[src/rtl/c3aibadapt_avmm2_initiator.sv]
// ---------------------------------------------------------------------------
// c3aibadapt_avmm2_initiator
//
// Initiator end of the remote AVMM2 configuration path. The block sits on the
// fabric/PLD side. It turns local Avalon-MM style reads and writes into
// single-cycle remote_pld_avmm_* request pulses toward the far-side config
// bridge. Only one transaction is outstanding at a time, and waitrequest
// holds off new commands until the current one completes.
//
// Optional feature macro: C3AIBADAPT_AVMM2_INIT_TIMEOUT_EN
//   Defined   : WAIT_BUSY / WAIT_RDV are bounded by TIMEOUT_CYCLES. On expiry,
//               pld_avmm2_timeout pulses. A timed-out read also returns
//               ERR_DATA with a readdatavalid pulse.
//   Undefined : the wait states wait indefinitely, and pld_avmm2_timeout is
//               tied to 0.
//
// Ports
//   avmm_clock_dprio_clk          in   1  block clock
//   avmm_reset_avmm_rst_n         in   1  asynchronous active-low reset
//   pld_avmm2_read                in   1  local read command
//   pld_avmm2_write               in   1  local write command
//   pld_avmm2_reg_addr            in   9  local register address
//   pld_avmm2_writedata           in   8  local write data
//   pld_avmm2_waitrequest         out  1  high = command not accepted
//   pld_avmm2_readdata            out  8  returned read data (held)
//   pld_avmm2_readdatavalid       out  1  one-cycle read-return strobe
//   pld_avmm2_timeout             out  1  one-cycle timeout strobe
//   remote_pld_avmm_read          out  1  remote read pulse
//   remote_pld_avmm_write         out  1  remote write pulse
//   remote_pld_avmm_request       out  1  remote request pulse
//   remote_pld_avmm_reg_addr      out  9  latched address
//   remote_pld_avmm_writedata     out  8  latched write data
//   remote_pld_avmm_busy          in   1  far side busy
//   remote_pld_avmm_readdata      in   8  far side read data
//   remote_pld_avmm_readdatavalid in   1  far side read-return strobe
// ---------------------------------------------------------------------------
module c3aibadapt_avmm2_initiator #(
    parameter int unsigned WR_SETTLE      = 2,     // 1..15
    parameter int unsigned TIMEOUT_CYCLES = 255,   // 1..255
    parameter logic [7:0]  ERR_DATA       = 8'hEE
) (
    input  logic       avmm_clock_dprio_clk,
    input  logic       avmm_reset_avmm_rst_n,
    input  logic       pld_avmm2_read,
    input  logic       pld_avmm2_write,
    input  logic [8:0] pld_avmm2_reg_addr,
    input  logic [7:0] pld_avmm2_writedata,
    output logic       pld_avmm2_waitrequest,
    output logic [7:0] pld_avmm2_readdata,
    output logic       pld_avmm2_readdatavalid,
    output logic       pld_avmm2_timeout,
    output logic       remote_pld_avmm_read,
    output logic       remote_pld_avmm_write,
    output logic       remote_pld_avmm_request,
    output logic [8:0] remote_pld_avmm_reg_addr,
    output logic [7:0] remote_pld_avmm_writedata,
    input  logic       remote_pld_avmm_busy,
    input  logic [7:0] remote_pld_avmm_readdata,
    input  logic       remote_pld_avmm_readdatavalid
);

    typedef enum logic [1:0] {
        ST_IDLE      = 2'd0,
        ST_ISSUE     = 2'd1,
        ST_WAIT_BUSY = 2'd2,
        ST_WAIT_RDV  = 2'd3
    } state_t;

    localparam logic [3:0] LP_SETTLE = 4'(WR_SETTLE);

    state_t     r_state;
    state_t     w_state_nxt;

    logic       r_remote_read;
    logic       r_remote_write;
    logic       r_remote_request;
    logic [8:0] r_remote_addr;
    logic [7:0] r_remote_wdata;
    logic       r_rdv;
    logic [7:0] r_rdata;
    logic [3:0] r_settle_cnt;

    logic       w_accept;
    logic       w_read_nxt;
    logic       w_write_nxt;
    logic       w_request_nxt;
    logic       w_rdv_nxt;
    logic [7:0] w_rdata_nxt;
    logic [3:0] w_settle_nxt;

`ifdef C3AIBADAPT_AVMM2_INIT_TIMEOUT_EN
    localparam logic [7:0] LP_TO_LAST = 8'(TIMEOUT_CYCLES - 1);

    logic [7:0] r_to_cnt;
    logic       r_timeout;
    logic [7:0] w_to_nxt;
    logic       w_timeout_nxt;
    logic       w_to_hit;

    // The cycle in which the count equals TIMEOUT_CYCLES-1 is the last of the
    // TIMEOUT_CYCLES cycles allowed in a wait state.
    assign w_to_hit = (r_to_cnt == LP_TO_LAST);
`else
    // These parameters only matter when the timeout feature is built in.
    logic w_unused_cfg;
    assign w_unused_cfg = ^{ERR_DATA, 8'(TIMEOUT_CYCLES)};
`endif

    // Combinational so that a far-side busy blocks acceptance in the same cycle.
    assign pld_avmm2_waitrequest = (r_state != ST_IDLE) | remote_pld_avmm_busy;

    // ------------------------------------------------------------------
    // State register
    // ------------------------------------------------------------------
    // NOTE: sequential state uses non-blocking (<=) so that every flop samples
    // pre-edge values, whatever order the always blocks run in.
    always_ff @(posedge avmm_clock_dprio_clk or negedge avmm_reset_avmm_rst_n) begin
        if (!avmm_reset_avmm_rst_n) begin
            r_state <= ST_IDLE;
        end else begin
            r_state <= w_state_nxt;
        end
    end

    // ------------------------------------------------------------------
    // Next-state and next-output logic
    // ------------------------------------------------------------------
    // NOTE: every signal gets a default first, so no path leaves one unassigned
    // and no latch is inferred.
    always_comb begin
        w_state_nxt   = r_state;
        w_accept      = 1'b0;
        w_read_nxt    = 1'b0;
        w_write_nxt   = 1'b0;
        w_request_nxt = 1'b0;
        w_rdv_nxt     = 1'b0;
        w_rdata_nxt   = r_rdata;
        w_settle_nxt  = r_settle_cnt;
`ifdef C3AIBADAPT_AVMM2_INIT_TIMEOUT_EN
        w_to_nxt      = r_to_cnt;
        w_timeout_nxt = 1'b0;
`endif

        unique case (r_state)
            ST_IDLE: begin
                // waitrequest reduces to busy in IDLE. Read wins over write.
                if ((pld_avmm2_read | pld_avmm2_write) & !remote_pld_avmm_busy) begin
                    w_accept      = 1'b1;
                    w_state_nxt   = ST_ISSUE;
                    w_request_nxt = 1'b1;
                    w_read_nxt    = pld_avmm2_read;
                    w_write_nxt   = !pld_avmm2_read;
                end
            end

            ST_ISSUE: begin
                // The remote strobes are high during exactly this one cycle.
                w_settle_nxt = '0;
`ifdef C3AIBADAPT_AVMM2_INIT_TIMEOUT_EN
                w_to_nxt     = '0;
`endif
                w_state_nxt  = r_remote_read ? ST_WAIT_RDV : ST_WAIT_BUSY;
            end

            ST_WAIT_BUSY: begin
`ifdef C3AIBADAPT_AVMM2_INIT_TIMEOUT_EN
                w_to_nxt = r_to_cnt + 8'd1;
`endif
                // The far side needs a few cycles to raise busy after a write.
                // Busy is ignored until the settle count is exhausted.
                if (r_settle_cnt != LP_SETTLE) begin
                    w_settle_nxt = r_settle_cnt + 4'd1;
`ifdef C3AIBADAPT_AVMM2_INIT_TIMEOUT_EN
                    if (w_to_hit) begin
                        w_state_nxt   = ST_IDLE;
                        w_timeout_nxt = 1'b1;
                    end
`endif
                end else if (!remote_pld_avmm_busy) begin
                    w_state_nxt = ST_IDLE;
                end
`ifdef C3AIBADAPT_AVMM2_INIT_TIMEOUT_EN
                else if (w_to_hit) begin
                    w_state_nxt   = ST_IDLE;
                    w_timeout_nxt = 1'b1;
                end
`endif
            end

            ST_WAIT_RDV: begin
`ifdef C3AIBADAPT_AVMM2_INIT_TIMEOUT_EN
                w_to_nxt = r_to_cnt + 8'd1;
`endif
                // A real return beats a coincident timeout.
                if (remote_pld_avmm_readdatavalid) begin
                    w_rdata_nxt = remote_pld_avmm_readdata;
                    w_rdv_nxt   = 1'b1;
                    w_state_nxt = ST_IDLE;
                end
`ifdef C3AIBADAPT_AVMM2_INIT_TIMEOUT_EN
                else if (w_to_hit) begin
                    w_rdata_nxt   = ERR_DATA;
                    w_rdv_nxt     = 1'b1;
                    w_timeout_nxt = 1'b1;
                    w_state_nxt   = ST_IDLE;
                end
`endif
            end

            default: w_state_nxt = ST_IDLE;
        endcase
    end

    // ------------------------------------------------------------------
    // Registered outputs, latched command and counters
    // ------------------------------------------------------------------
    // NOTE: all of these are plain flops, not a memory, so each one takes the
    // reset and the interface comes out of reset in a known state.
    always_ff @(posedge avmm_clock_dprio_clk or negedge avmm_reset_avmm_rst_n) begin
        if (!avmm_reset_avmm_rst_n) begin
            r_remote_read    <= 1'b0;
            r_remote_write   <= 1'b0;
            r_remote_request <= 1'b0;
            r_remote_addr    <= '0;
            r_remote_wdata   <= '0;
            r_rdv            <= 1'b0;
            r_rdata          <= '0;
            r_settle_cnt     <= '0;
        end else begin
            r_remote_read    <= w_read_nxt;
            r_remote_write   <= w_write_nxt;
            r_remote_request <= w_request_nxt;
            r_rdv            <= w_rdv_nxt;
            r_rdata          <= w_rdata_nxt;
            r_settle_cnt     <= w_settle_nxt;
            if (w_accept) begin
                r_remote_addr  <= pld_avmm2_reg_addr;
                r_remote_wdata <= pld_avmm2_writedata;
            end
        end
    end

`ifdef C3AIBADAPT_AVMM2_INIT_TIMEOUT_EN
    always_ff @(posedge avmm_clock_dprio_clk or negedge avmm_reset_avmm_rst_n) begin
        if (!avmm_reset_avmm_rst_n) begin
            r_to_cnt  <= '0;
            r_timeout <= 1'b0;
        end else begin
            r_to_cnt  <= w_to_nxt;
            r_timeout <= w_timeout_nxt;
        end
    end

    assign pld_avmm2_timeout = r_timeout;
`else
    assign pld_avmm2_timeout = 1'b0;
`endif

    assign remote_pld_avmm_read      = r_remote_read;
    assign remote_pld_avmm_write     = r_remote_write;
    assign remote_pld_avmm_request   = r_remote_request;
    assign remote_pld_avmm_reg_addr  = r_remote_addr;
    assign remote_pld_avmm_writedata = r_remote_wdata;
    assign pld_avmm2_readdatavalid   = r_rdv;
    assign pld_avmm2_readdata        = r_rdata;

endmodule

[config.mk]
export PLATFORM = sky130hd
export DESIGN_NAME = c3aibadapt_avmm2_initiator
export DESIGN_NICKNAME = d
export VERILOG_FILES = /design/src/rtl/c3aibadapt_avmm2_initiator.sv
export SDC_FILE = /design/constraint.sdc
export NUM_CORES = 1
export LEC_CHECK = 0
export BUFFER_PORTS_ARGS = -buffer_cell sky130_fd_sc_hd__buf_2
export CELL_PAD_IN_SITES_DETAIL_PLACEMENT = 1
export CELL_PAD_IN_SITES_GLOBAL_PLACEMENT = 2
export CORE_MARGIN = 2
export CORE_UTILIZATION = 31
export DETAILED_ROUTE_END_ITERATION = 12
export PLACE_DENSITY_LB_ADDON = 0.1
export SLEW_MARGIN = 20
export SYNTH_ARGS = -nofsm -noshare
export SYNTH_HDL_FRONTEND = slang
export SYNTH_SLANG_ARGS = --single-unit
[constraint.sdc]
create_clock -name avmm_clock_dprio_clk -period 1.55 [get_ports avmm_clock_dprio_clk]
set_input_delay 0.0775 -clock avmm_clock_dprio_clk [delete_from_list [all_inputs] [get_ports avmm_clock_dprio_clk]]
set_output_delay 0.0775 -clock avmm_clock_dprio_clk [all_outputs]
set_load 0.03 [all_outputs]
# Yosys cells after proc, flatten, opt, wreduce, memory -nomap -nowiden
# Index checks and enable logic that the tools add are counted.
# W data, S select, Z words.
word_totals:
  reg_bits: 35
  output_inout_bits: 31
  word_cells: 46
classes:
  n_addsub: 1
  n_eq_ne: 9
  n_mux: 16
  n_bitwise: 3
  n_reduce_logical: 8
op_table:
  columns: ["cell", "count"]
  rows:
  - ["$ne A2 B2 Y1 const B", 5]
  - ["$mux W1", 9]
  - ["$mux W2", 4]
  - ["$pmux W2 S4", 1]
  - ["$pmux W4 S2", 1]
  - ["$add A4 B1 Y4 const B", 1]
  - ["$eq A2 B2 Y1 const B", 2]
  - ["$mux W4", 1]
  - ["$ne A4 B2 Y1 const B", 1]
  - ["$reduce_and A2 Y1", 2]
  - ["$reduce_and A4 Y1", 1]
  - ["$reduce_bool A2 Y1", 2]
  - ["$eq A2 B1 Y1 const B", 1]
  - ["$logic_not A1 Y1", 2]
  - ["$logic_not A2 Y1", 1]
  - ["$or A1 B1 Y1", 2]
  - ["$and A1 B1 Y1", 1]

# Depth between registers and ports, before layout
# Gate-level depths: netlist (run 1).
logic_depth:
  word_depth: 4
  mapped_depth: 5

# Worst setup path before layout (run 1)
# OpenSTA, ideal clock, no wires.
synth_timing:
  path_type: "reg2reg"
  startpoint: "register r_settle_cnt[0]"
  endpoint: "register r_state[1]"
  setup_time_ns: 0.124
  arrival_ns: 1.269
  t_required_ns: 1.426
  slack_ns: 0.158
  stages_incl_launch_ff: 6
  path_buffers: 0
  period_less_slack_ns: 1.392
  cell_sequence: "dfrtp_1 -> inv_1 -> ha_1 -> or3b_4 -> and2_4 -> o21bai_1"
synth_between:
  elab_chain_cells: 3
synth_lines:
  columns: ["element", "line", "text"]
  rows:
  - ["start: declaration", "81", "logic [3:0] r_settle_cnt;"]
  - ["start signal: assignment", "235", "r_settle_cnt <= w_settle_nxt;"]
  - ["$ne A4 B2 Y1", "171", "if (r_settle_cnt != LP_SETTLE) begin"]
  - ["$ne A2 B2 Y1 (no line)", null, null]
  - ["$reduce_and A4 Y1 (no line)", null, null]
  - ["end signal: assignment", "121", "r_state <= w_state_nxt;"]
  - ["end: declaration", "71", "state_t r_state;"]
# No other way between the ends.
# A chain may end at the register's enable or synchronous reset.

# Worst setup path after layout (run 1)
layout_timing:
  startpoint: "register r_state[0]"
  endpoint: "register r_remote_wdata[3], in the netlist remote_pld_avmm_writedata[3]"
layout_between:
  elab_chain_cells: 2
layout_lines:
  columns: ["element", "line", "text"]
  rows:
  - ["$logic_not A2 Y1", "144", "unique case (r_state)"]
  - ["$mux W1", "144", null]
  - ["end signal: assignment", "238", "r_remote_wdata <= pld_avmm2_writedata;"]
  - ["end: declaration", "78", "logic [7:0] r_remote_wdata;"]
# No other way between the ends.

==> metrics.yaml, run 1 <==
status:
  status: "completed"
clock_network:
  cts_made_buffers: 5
  htreeDepth: 2
  clock_latency_ps: 280
  cts_root_buf: "clkbuf_8"
  cts_tree: "yes"
  path_clk_slew_ps: 70
  cts_setup_buffers: 0
  cts_buffer_depth: 2
  cts_sinks: 35
worst_setup_path:
  path_cells: "nor3_4 -> o21a_4 -> mux2_4"
  worst_ep_arrival_time_ps: 1640
  critPathTopFamily: "flip-flops"
  cp_max_fo: 19
  startpoint: "r_state[0]"
  r2r_slack_ps: 80
  crit_path_max_incr_delay_ps: 410
  cp_num_buf_inv: 0
  cp_slowest_cell: "dfrtp_1"
  worstPathRequired_ps: 1720
  end_kind: "flip-flop"
  start_kind: "flip-flop"
  path_class: "reg -> reg"
  rr_startpoint: "r_state[0]"
sta:
  fin_setup_tns_ps: 0
  slew_headroom: 0.477
  fin_crit_sh: 0.949
  finalClockSkew_ps: 2.47
  setup_viol: 0
  rsz0062_at_grt: "false"
  clock.fmax_ghz: 0.680
  drv_slew: 0
  worst_pin_slew_ps: 785
  fin_crit_ps: 1470
  hold_violations: 0
job:
  drv_cap: 0
floorplan:
  die_h_um: 74.1
  die_w_um: 74.1
  rows: 25
  initial_core_util: 0.323
  core_mm2: 0.00472
  ios: 62
  die-area_mm2: 0.00550
placed_design:
  gp_congestion: 0.718
  place_hpwl_um: 2390
  place_area_mm2: 0.00187
  io_buffers: 60
global_route:
  grt_pass1_vias: 1131
  grt_remaining_overflow: 0
  grt_max_degree: 36
  antenna_found_initial: 0
  grt_first_pass_wirelength_um: 5170
  grt_use_total: 0.127
hold_path:
  hold_path_class: "in -> reg"
  hp-start: "remote_pld_avmm_readdata[3]"
synthesis:
  synth_top_area_cell: "dfrtp_1"
  synth_cells: 98
  synth_area_mm2: 0.00153
  yosysMostFrequentCell: "dfrtp_1"
  syn-num-nets: 131
  yosysSeqAreaShare: 0.574
  syn_avg_cell_area_um2: 15.6
  yosys_most_used_dff: "dfrtp_1"
  yosys-top-cells-area: "dfrtp_1 (57%), mux2_4 (17%), mux2_2 (5.9%)"
  synthTopCellsByCount: "dfrtp_1 (35), mux2_4 (17), mux2_2 (8)"
  synth-edff-count: 0
  synth_top_area_frac: 0.574
  synth_cell_types: 29
  synth_warnings: 0
  async_reset_ff_frac: 1.00
  synth-seq-cells: 35
route:
  route.vias.total: 1007
  wirelength_um: 3180
  antenna_left: 0
  via_per_inst: 4.34
  drtIter0Drc: 20
  drcViolationCount: 0
  wl_per_cell_um: 13.7
  dr.pass1.iters: 2
layout:
  syn_to_final_growth_pct: 29.4
  fill_cells: 529
  final_layout_size_suffix_gt1_frac: 0.630
  fin_area_mm2: 0.00197
  n_antenna_cell: 0
  nets: 198
power_and_ir_drop:
  vdd_drop_max_uv: 815
  p_per_area_mw_per_mm2: 2260
  power_leakage_nw: 1.01
-- layer usage --
layer	track usage	vias to the layer above	wire (um)
met5	0	-	0
met4	0.0545	0	49
met3	0.0434	5	221
met2	0.232	34	1710
met1	0.130	506	1200
li1	-	462	-
-- cell families after synthesis --
kind of cell	share of synthesized area
adders and majority gates	0.0164
muxes	0.240
xor gates and xnor gates	0.00574
AOI/OAI and AO/OA	0.0402
and+or+nand+nor	0.0706
DFF	0.574
other	0.00246
buffers and inverters	0.0509
-- cells in the final DEF (no fill, tap or decap), types with 3 or more instances in the layout --
cell type	instances
buf_2	60
buf_4	3
clkbuf_8	6
dfrtp_1	35
mux2_2	8
mux2_4	17
nand2_1	3
nand3_1	3
-- stage by stage --
step	power, mW	utilization	hold slack, ps	setup WS [ps]	std cells
after floorplan	3.26	-	-218	158	98
after global placement	3.77	0.395	201	92.4	223
after detailed placement	3.85	0.395	215	58.0	223
after CTS	4.54	0.418	12.3	41.2	232
after global routing	4.77	0.418	17.6	1.85	232
final	4.46	0.418	23.4	79.2	232
-- final timing paths --
kind	cells after the start	end
max	3	remote_pld_avmm_writedata[3]
min in group asynchronous	2	r_settle_cnt[2]
min reg2reg	1	pld_avmm2_readdata[0]
max in group asynchronous	2	remote_pld_avmm_reg_addr[2]
max reg2reg	3	remote_pld_avmm_writedata[3]
min	2	pld_avmm2_readdata[3]
-- cell type report --
| type | instances | area, um2 | share of cell area |
|---|---|---|---|
| well taps | 67 | 83.8 | 0.0425 |
| multi-input cells | 55 | 572 | 0.290 |
| clock buffers | 6 | 82.6 | 0.0419 |
| inverters | 3 | 11.3 | 0.00571 |
| clock inverters | 1 | 5.00 | 0.00254 |
| flip-flops and latches | 35 | 876 | 0.444 |
| repair buffers | 65 | 343 | 0.174 |
-- power by group --
part           internal (mW)  switching, mW
Combinational          0.954           1.26
Sequential              1.34          0.251
Clock                  0.348          0.311
Total                   2.64           1.82
-- what timing repair did --
item	4_1_cts	5_1_grt
hold buffers	2	0
endpoints found under the hold margin	36	0
endpoints found under the setup margin	0	2
gates resized for setup	0	2
-- registers in the layout, summed over array words and instances, names as in the netlist --
| name | flops |
|---|---|
| remote_pld_avmm_writedata | 8 |
| pld_avmm2_readdata | 8 |
| remote_pld_avmm_reg_addr | 9 |
| r_state | 2 |
| pld_avmm2_readdatavalid | 1 |
| remote_pld_avmm_write | 1 |
| remote_pld_avmm_request | 1 |
| r_settle_cnt | 4 |
| remote_pld_avmm_read | 1 |
No activity file was read; power rests on OpenSTA's default activity.
==> run 2, diff against run 1 <==
ABC_AREA = 1   (was not set)
CORE_UTILIZATION = 26   (was 31)
==> metrics.yaml, run 2 <==
status:
  status: "completed"
clock_network:
  path_clk_slew_ps: 70
  cts_sinks: 35
  htreeDepth: 2
  cts_resized: 0
  cts_root_buf: "clkbuf_8"
  cts_setup_buffers: 0
  clock_latency_ps: 280
  hold_buffers: 24
  cts_tree: "yes"
  cts_buffer_depth: 2
  cts_made_buffers: 5
sta:
  slew_headroom: 0.477
  drv_slew: 0
  clock.fmax_ghz: 0.713
  rsz0062_at_grt: "false"
  finalClockSkew_ps: 5.60
  fin_crit_sh: 0.904
  fin_setup_tns_ps: 0
  worst_pin_slew_ps: 785
  fin_crit_ps: 1400
  holdWs_ps: 10.7
  hold_violations: 0
  setup_viol: 0
synthesis:
  yosys_most_used_dff: "dfrtp_1"
  synthTopCellsByCount: "nand2_1 (83), dfrtp_1 (35), nand3_1 (9)"
  syn_avg_cell_area_um2: 8.92
  synth_warnings: 0
  synth-edff-count: 0
  yosysSeqAreaShare: 0.617
  yosys-top-cells-area: "dfrtp_1 (62%), nand2_1 (22%), nand3_1 (3.2%)"
  synth_top_area_frac: 0.617
  synth_area_mm2: 0.00142
  synth_cells: 159
  synth_cell_types: 19
  async_reset_ff_frac: 1.00
  syn-num-nets: 192
  synth_top_area_cell: "dfrtp_1"
  yosysMostFrequentCell: "nand2_1"
  synth-seq-cells: 35
floorplan:
  rows: 26
  core_mm2: 0.00517
  initial_core_util: 0.274
  die_w_um: 77.9
  die-area_mm2: 0.00606
  die_h_um: 77.9
  ios: 62
route:
  wirelength_um: 3800
  wl_per_cell_um: 11.9
  dr.pass1.iters: 4
  via_per_inst: 4.19
  drcViolationCount: 0
  antenna_left: 0
  drtIter0Drc: 51
  route.vias.total: 1337
hold_path:
  hold_path_class: "in -> reg"
power_and_ir_drop:
  p_per_area_mw_per_mm2: 1910
  power_leakage_nw: 1.19
  vdd_drop_max_uv: 621
worst_setup_path:
  reg2reg_depth: 6
  path_common_cell: "nand2_1"
  r2r_slack_ps: 150
  path_cells: "nor2_2 -> inv_2 -> or2_1 -> buf_4 -> nand2_1 -> nand2_1"
  cp_slowest_cell: "dfrtp_1"
  path_class: "reg -> reg"
  crit_path_max_incr_delay_ps: 440
  r2r-end: "remote_pld_avmm_writedata[1]"
  worst_ep_arrival_time_ps: 1570
  start_kind: "flip-flop"
  rr_startpoint: "r_state[0]"
  startpoint: "r_state[0]"
  cp_max_fo: 18
  cp-endpoint: "remote_pld_avmm_writedata[1]"
  worstPathRequired_ps: 1720
  end_kind: "flip-flop"
placed_design:
  place_area_mm2: 0.00179
  place_hpwl_um: 2730
  io_buffers: 60
  gp_congestion: 0.721
global_route:
  antenna_found_initial: 0
  grt_use_total: 0.137
  grt_pass1_vias: 1405
  grt_first_pass_wirelength_um: 6440
  grt_max_degree: 36
  grt_remaining_overflow: 0
job:
  drv_cap: 0
layout:
  multi_input_area_um2: 469
  layout_common_cells: "nand2_1 (83), buf_2 (60), dfrtp_1 (35)"
  final_layout_size_suffix_gt1_frac: 0.289
  nets: 282
  final_common_cell: "nand2_1"
  largest_reg_flops: 9
  n_antenna_cell: 0
  fill_cells: 627
  fin_area_mm2: 0.00212
  regArea_um2: 876
  syn_to_final_growth_pct: 49.7
## run 2: cell families after synthesis
| group | count (synthesis) | synth area share |
|---|---|---|
| simple gates | 101 | 0.280 |
| flops | 35 | 0.617 |
| buf+inv | 13 | 0.0520 |
| compound gates | 5 | 0.0176 |
| xor+xnor | 2 | 0.0123 |
| fa+ha+maj | 2 | 0.0176 |
| other cells | 1 | 0.00264 |
## run 2: worst min path at each step
stage / start / cells past startpoint / end
finish: pld_avmm2_writedata[6] / 3 / remote_pld_avmm_writedata[6]
detailed placement: avmm_reset_avmm_rst_n / 1 / r_settle_cnt[2]
global route: pld_avmm2_writedata[6] / 3 / remote_pld_avmm_writedata[6]
floorplan: avmm_reset_avmm_rst_n / 0 / pld_avmm2_readdata[0]
global placement: avmm_reset_avmm_rst_n / 1 / r_settle_cnt[2]
CTS: pld_avmm2_writedata[6] / 3 / remote_pld_avmm_writedata[6]
## run 2: layout make-up
class,instances,share of cell area
Clock buffer,6,0.0389
Tap cell,70,0.0412
Timing Repair Buffer,87,0.266
Clock inverter,1,0.00236
Sequential cell,35,0.412
Inverter,9,0.0183
Multi-Input combinational cell,111,0.221
## run 2: metal layers
| layer | vias to the layer above | global-route usage | wire [um] | share of wire |
|---|---|---|---|---|
| met5 | - | 0 | 0 | 0 |
| met4 | 0 | 0.0429 | 39 | 0.010 |
| met3 | 4 | 0.0419 | 185 | 0.049 |
| met2 | 35 | 0.239 | 1980 | 0.52 |
| met1 | 637 | 0.159 | 1600 | 0.42 |
| li1 | 661 | - | - | - |
## run 2: through the flow
stage / power, mW / util / worst slack (ps) / cells
4_1_cts: 4.13 / 0.409 / 130 / 318
3_5_place_dp: 3.40 / 0.345 / 137 / 287
3_3_place_gp: 3.33 / 0.345 / 195 / 287
5_1_grt: 4.40 / 0.411 / 34.7 / 319
6_report: 4.05 / 0.411 / 148 / 319
2_1_floorplan: 2.81 / - / 204 / 159
## run 2: where the power goes
group	internal [mW]	total [mW]	switching, mW	leakage, nW
sequential	1.30	1.56	0.255	0.443
combinational	0.574	1.84	1.26	0.700
clock	0.348	0.656	0.308	0.0470
total	2.22	4.05	1.82	1.19
## run 2: worst max-delay path, delay by kind of cell, from the launching register on
kind	cells	cell delay, ps
buffers and inverters	2	270
DFF	1	440
and+or+nand+nor	4	580
